==> src/rtl/timer_bank.sv <==
// rtl/timer_bank.sv - multi-channel programmable periodic/one-shot tick generator
// Each channel counts 0..P and pulses tick for one cycle on the terminal count.
module timer_bank #(
  parameter int NUM_CH = 4,
  parameter int CNT_W  = 8,
  parameter int CH_W   = 2
) (
  input  logic              clk,
  input  logic              rst,
  input  logic              cfg_we,
  input  logic [CH_W-1:0]   cfg_ch,
  input  logic [CNT_W-1:0]  cfg_period,
  input  logic              cfg_en,
  input  logic              cfg_oneshot,
  input  logic              sync_clr,
  output logic [NUM_CH-1:0] tick,
  output logic [NUM_CH-1:0] active,
  output logic              tick_any
);

  logic [NUM_CH-1:0][CNT_W-1:0] period_q, period_d;
  logic [NUM_CH-1:0][CNT_W-1:0] cnt_q, cnt_d;
  logic [NUM_CH-1:0]            en_q, en_d;
  logic [NUM_CH-1:0]            oneshot_q, oneshot_d;
  logic [NUM_CH-1:0]            tick_q, tick_d;
  logic                         tick_any_q;

  // Per-channel priority: config write > sync_clr > count/terminal.
  always_comb begin
    period_d  = period_q;
    cnt_d     = cnt_q;
    en_d      = en_q;
    oneshot_d = oneshot_q;
    tick_d    = '0;
    for (int i = 0; i < NUM_CH; i++) begin
      if (cfg_we && (cfg_ch == CH_W'(i))) begin
        period_d[i]  = cfg_period;
        en_d[i]      = cfg_en;
        oneshot_d[i] = cfg_oneshot;
        cnt_d[i]     = '0;
      end else if (sync_clr) begin
        cnt_d[i] = '0;
      end else if (en_q[i]) begin
        if (cnt_q[i] == period_q[i]) begin
          cnt_d[i]  = '0;
          tick_d[i] = 1'b1;
          if (oneshot_q[i]) begin
            en_d[i] = 1'b0;
          end
        end else begin
          cnt_d[i] = cnt_q[i] + CNT_W'(1);
        end
      end else begin
        cnt_d[i] = '0;
      end
    end
  end

  always_ff @(posedge clk or posedge rst) begin
    if (rst) begin
      period_q   <= '0;
      cnt_q      <= '0;
      en_q       <= '0;
      oneshot_q  <= '0;
      tick_q     <= '0;
      tick_any_q <= 1'b0;
    end else begin
      period_q   <= period_d;
      cnt_q      <= cnt_d;
      en_q       <= en_d;
      oneshot_q  <= oneshot_d;
      tick_q     <= tick_d;
      tick_any_q <= |tick_d;
    end
  end

  assign tick     = tick_q;
  assign active   = en_q;
  assign tick_any = tick_any_q;

endmodule

==> config.mk <==
export PLATFORM = sky130hd
export DESIGN_NAME = timer_bank
export DESIGN_NICKNAME = d
export VERILOG_FILES = /design/src/rtl/timer_bank.sv
export SDC_FILE = /design/constraint.sdc
export NUM_CORES = 1
export LEC_CHECK = 0
export CORE_MARGIN = 3
export CORE_UTILIZATION = 63
export CTS_BUF_LIST = sky130_fd_sc_hd__clkbuf_16
export DETAILED_ROUTE_END_ITERATION = 12
export PLACE_DENSITY_LB_ADDON = 0.12
export SLEW_MARGIN = 10
export SYNTH_ARGS = -nofsm -noshare
export SYNTH_HDL_FRONTEND = slang
export SYNTH_SLANG_ARGS = --single-unit
==> constraint.sdc <==
create_clock -name clk -period 4.28 [get_ports clk]
set_input_delay 0.856 -clock clk [delete_from_list [all_inputs] [get_ports clk]]
set_output_delay 0.856 -clock clk [all_outputs]
set_load 0.005 [all_outputs]
==> results of run 1 <==
==> layout by cell type (no fill, tap or decap), types with 3 or more instances in the layout <==
| master | n |
|---|---|
| dfrtp_1 | 77 |
| xor2_1 | 40 |
| mux2_2 | 31 |
| clkdlybuf4s50_1 | 24 |
| nand3_1 | 20 |
| nor2_1 | 17 |
| xnor2_1 | 16 |
| nor2_2 | 16 |
| clkbuf_16 | 9 |
| inv_1 | 8 |
| and3_1 | 8 |
| mux2_1 | 5 |
| nor4_2 | 5 |
| ha_1 | 4 |
| nand3b_1 | 3 |
| nand2_1 | 3 |
| o22ai_1 | 3 |
| a21bo_1 | 3 |
| clkinvlp_4 | 3 |
| buf_4 | 3 |
==> worst max-delay path: stages <==
cell and delay, ns:
clkdlybuf4s50_1 0.48, nand3b_1 0.51, and3b_1 0.36, a21bo_1 0.42, nor2_2 0.08
==> path summary, 6_finish.rpt <==
path | endpoint | slack, ns | startpoint | cells after the start
worst min-delay path | oneshot_q[0] | 0.50 | oneshot_q[0] | 1
worst max-delay path | cnt_q[20] | 1.76 | cfg_ch[0] | 5
worst max register to register | cnt_q[20] | 2.69 | cnt_q[20] | 4
max in group asynchronous | period_q[5] | 2.46 | rst | 3
min in group asynchronous | active[1] | 1.03 | rst | 2
worst min register to register | oneshot_q[0] | 0.50 | oneshot_q[0] | 1
==> per-stage QoR <==
step / std cells / area, um2
floorplan: 283 / 3580
global placement: 373 / 3870
detailed placement: 373 / 3870
CTS: 389 / 4160
global route: 389 / 4160
finish: 389 / 4160
==> report_power, final <==
group	leakage, nW	internal (mW)	switching (mW)	total (mW)
Combinational	0.739	0.124	0.109	0.233
Clock	0.135	0.447	0.283	0.730
Sequential	0.991	0.805	0.0574	0.862
Total	1.86	1.38	0.450	1.83
==> state kept, by name, summed over array words and instances, names as in the netlist <==
signal and flops:
tick_any 1, active 4, period_q 32, oneshot_q 4, cnt_q 32, tick 4
==> cell families (layout without fill, tap and decap cells) <==
family                   after synthesis  in the layout  synth area share [%]
XOR/XNOR                              56             56                  13.7
adder cells (fa/ha/maj)                4              4                  1.40
AND/OR/NAND/NOR                       85             85                  15.0
flip-flops                            77             77                  53.9
buffers and inverters                 16             52                  2.52
AO/OA/AOI/OAI                          9              9                  2.17
multiplexers                          36             36                  11.3
==> layout make-up <==
type	instances	share of cell area, %
multi-input combinational	190	37.5
sequential	77	46.3
clock buffer	9	5.41
inverter	9	0.812
tap	70	2.10
timing repair buffer	27	6.31
clock inverter	7	1.59
==> routing by layer <==
layer	vias up	track usage (%)
met5	-	0
met1	1133	30.8
met4	0	8.45
li1	1025	-
met3	12	5.65
met2	61	37.4
==> run metrics, run 1 <==
final worst slack=1.76 ns; top layer reached by signal wires=met4; Fin. Hold Viols=0; clk slew on worst S/H paths=0.06 ns; largest cells by area after synthesis=dfrtp_1 54%, xor2_1 9.8%, mux2_2 9.8%; ANT nets after route=0; share of post-route cells with drive strength above 1=23.5%; global route overflow=0; area of the multi-input gates=between 0.0015 and 0.002 mm2; number of global-route vias before repair=roughly 2300; cell taking the most area after synthesis=dfrtp_1; Slew @ Worst Pin=a little under 0.9 ns; Max Cap Viol=0; fin. max-slew vios=0; met3 WL post-DR=362 um; worst endpoint data arrival time=between 2 and 3 ns; Final Core Density=approximately four fifths; CP Max Fanout=12; status=finished, final reports clean; Worst Setup Start Kind=input port; Seq. cell area=roughly 0.0019 mm2; CTS max path bufs=2; setup bufs post-CTS=0; initial drt markers=~110; CTS tree=yes; synthesized area per cell=~13 um2; post-CTS sizing=0; die area=roughly 0.0066 mm2; share of the synthesized area in the top cell type=a little over half; initial core utilization=between 60% and 70%; antenna cells=0; TritonCTS Buffers=9; worst rel slew slack=a little over two fifths; per-cell routed wire length=between 15 and 20 um; CP endpoint kind=register; Yosys cell types=31; layout filler cell count=~320; Worst Hold Class=register to register; die height=between 80 and 90 um; RSZ-0062 raised after global routing=no; Final setup viols=0; Detail Route met2 WL=3.24 mm; register area share after synthesis=between 50% and 60%; CP required=about 4.5 ns; post-synthesis net count=slightly above 300; initial antenna violation count=0; CTS Hold Bufs=0; drt total wl=slightly below 7 mm; core area=around 0.0053 mm2; most instantiated library cell after synthesis=dfrtp_1; Total GRT Usage=23.3%; # nets final=about 330; Remaining DRCs=0; Setup WS pre-CTS=1.43 ns; Ys Warns=0; Post-synth EDFFs=0; asr flop ratio synth=100%; # rows=26; DP HPWL=roughly 4.7 mm; Fin Clk Skew=between 0.005 and 0.006 ns; first-pass GRT wire length=approximately 11 mm; synth cell count leaders=77 x dfrtp_1, 40 x xor2_1, 31 x mux2_2; Max VDD drop=~0.33 mV; ys flop type=dfrtp_1; routability cong.=0.754; port bufs=24; Pwr Total=about 1.8 mW; via count=2231; TritonRoute pass-1 iters=6; CTS root buf=clkbuf_16; Cell Area, Synth=between 0.003 and 0.004 mm2; period utilisation layout=between 50% and 60%; Setup Crit Path Kind=input port to register; largest net degree at the start of global routing=between 40 and 50; H-tree levels=3; Yosys reg bits=77; TNS Setup=0 ns; P&R area growth vs syn=16.4%; fmax=between 300 and 400 MHz; # IOs=25; Tmin final=~2.5 ns; leakage=about 1.9 nW; Cell Pwr Density=roughly 440 mW/mm2; Skew-Pair Late Insertion Delay=between 0.3 and 0.4 ns; WL met1=3.03 mm; cell count after synthesis=about 280; Via density=roughly 5.7; Die Wd=about 80 um; Hold WS=roughly 0.50 ns; CTS Sinks=77
Power figures use the tool's default switching activity.
==> run 2, diff against run 1 <==
- CORE_UTILIZATION: 63 -> 58
- clock period: 4.28 -> 2.6 ns (I/O delays scaled with it)
==> run 2 against run 1 <==
Net effect: worst setup slack got worse by 0.90 ns; clock-buffer cell count stayed put; via count decreased by 1.9%; flip-flop and latch count unchanged; die area up 8.0%; wire length is 0.81% lower; critical endpoint is now active[3]; non-clock buffer count up 2; sequential share of layout area is 0.13 points higher; clock power increased by 47%; hold slack got worse by 0.0052 ns.
==> run metrics, run 2 (synthesized netlist as in run 1, its figures left out) <==
CTS root buf=clkbuf_16; Total GRT Usage=roughly 20%; Fin. Hold Viols=0; P_sw=0.716 mW; Worst Path Buf+Inv=1; DP HPWL=approximately 4.5 mm; die height=84.5 um; CTS tree=yes; Max VDD drop=around 0.54 mV; # rows=27; CTS Hold Bufs=0; Remaining DRCs=0; TritonCTS Buffers=9; max incr delay on CP=around 0.52 ns; leakage=1.88 nW; period utilisation layout=between 60 and 70%; initial antenna violation count=0; non-filler cells, final=392; RSZ-0062 raised after global routing=no; Fin Clk Skew=0.00927 ns; initial drt markers=approximately 130; setup bufs post-CTS=0; Clk pwr share=between 30% and 40%; crit-path leading delay family=buffers and inverters; top flop regs=cnt_q: 32 flops, period_q: 32 flops; P&R area growth vs syn=16.1%; fin. max-slew vios=0; Cell Pwr Density=692 mW/mm2; Hold WS=between 0.4 and 0.5 ns; Worst Setup Start Kind=register; status=finished, final reports clean; commonest non-fill, non-tap cells in the layout=77 x dfrtp_1, 40 x xor2_1, 31 x mux2_2; CTS max path bufs=2; logic gate share of total power=13.5%; Setup Crit Path Kind=register to output port; drt total wl=roughly 6.7 mm; Placed Instances=around 380; WHS Path Cells=1; internal power=~2.2 mW; Via density=roughly 5.6; worst rel slew slack=about 73%; Pwr Total=between 2 and 3 mW; commonest non-fill, non-tap cell in the layout=dfrtp_1; worst r2r path cells=4; core area=around 0.0057 mm2; clk slew on worst S/H paths=approximately 0.050 ns; initial core utilization=about 62%; CP required=between 2 and 2.5 ns; die area=0.00715 mm2; H-tree levels=3; global route overflow=0; antenna cells=0; Tmin final=1.74 ns; Worst path depth=1; # nets final=336; fmax=around 570 MHz; share of post-route cells with drive strength above 1=a little under a quarter; per-cell routed wire length=17.1 um; sequential share of power=about half; Final Core Density=between 70% and 80%; first-pass GRT wire length=11.3 mm; CTS Sinks=a little under 80; CP Cell Sequence=clkdlybuf4s50_1; Skew-Pair Late Insertion Delay=0.33 ns; Die Wd=around 85 um; Worst Hold Class=register to register; ANT nets after route=0; CP Max Fanout=3; routability cong.=roughly 0.77; Final setup viols=0; port bufs=24; number of global-route vias before repair=~2200; CP endpoint kind=output port; Slew @ Worst Pin=roughly 0.41 ns; worst endpoint data arrival time=roughly 1.2 ns; Max Cap Viol=0; # IOs=25; post-CTS sizing=0; via count=2188; TritonRoute pass-1 iters=4; slowest library cell on the worst path=clkdlybuf4s50_1; largest net degree at the start of global routing=around 80; Switching Share=approximately a quarter; TNS Setup=0 ns
[run 2: cell types whose count changed in the layout (fill, tap and decap cells not counted)]
cell and delta:
clkinvlp_4 -3, inv_1 +3, buf_12 +1, buf_4 +1
bufinv_16 -1
[run 2: metrics by stage]
stage	area [um2]	setup slack, ns
4_1_cts	4150	0.846
3_5_place_dp	3900	0.580
3_3_place_gp	3900	0.580
2_1_floorplan	3580	0.113
5_1_grt	4150	0.764
6_report	4150	0.857
[run 2: power by group through the flow]
stage | clock (mW) | combinational [mW] | sequential, mW
after floorplan | 0 | 0.289 | 1.41
after global placement | 0 | 0.376 | 1.43
after detailed placement | 0 | 0.388 | 1.44
after CTS | 1.08 | 0.394 | 1.42
after global routing | 1.14 | 0.425 | 1.43
final | 1.07 | 0.388 | 1.42
[run 2: worst register-to-register path, cell delays in order (launching register included)]
cell and delay, ns:
dfrtp_1 0.45, xor2_1 0.20, nor4_2 0.33, a21bo_1 0.41, nor2_2 0.08
[run 2: per-layer routing]
metal	vias to the layer above	part of all wire [%]	track usage, %
li1	1037	-	-
met1	1096	48	29.6
met2	46	46	30.7
met3	9	4.0	3.43
met4	0	2.0	8.63
met5	-	0	0
[run 2: cell type report]
cell class	count	area, um2
sequential	77	1930
tap	72	90.1
multi-input combinational	190	1560
clock buffer	9	225
timing repair buffer	29	290
clock inverter	6	25.0
inverter	9	33.8
fill	406	1590
[run 2: path summary, 6_finish.rpt]
path,startpoint,end,slack [ns]
max in group asynchronous,rst,period_q[3],1.67
min reg2reg,oneshot_q[0],oneshot_q[0],0.49
min,oneshot_q[0],oneshot_q[0],0.49
max reg2reg,cnt_q[3],cnt_q[5],1.01
min in group asynchronous,rst,cnt_q[13],0.60
max,active[3],active[3],0.86
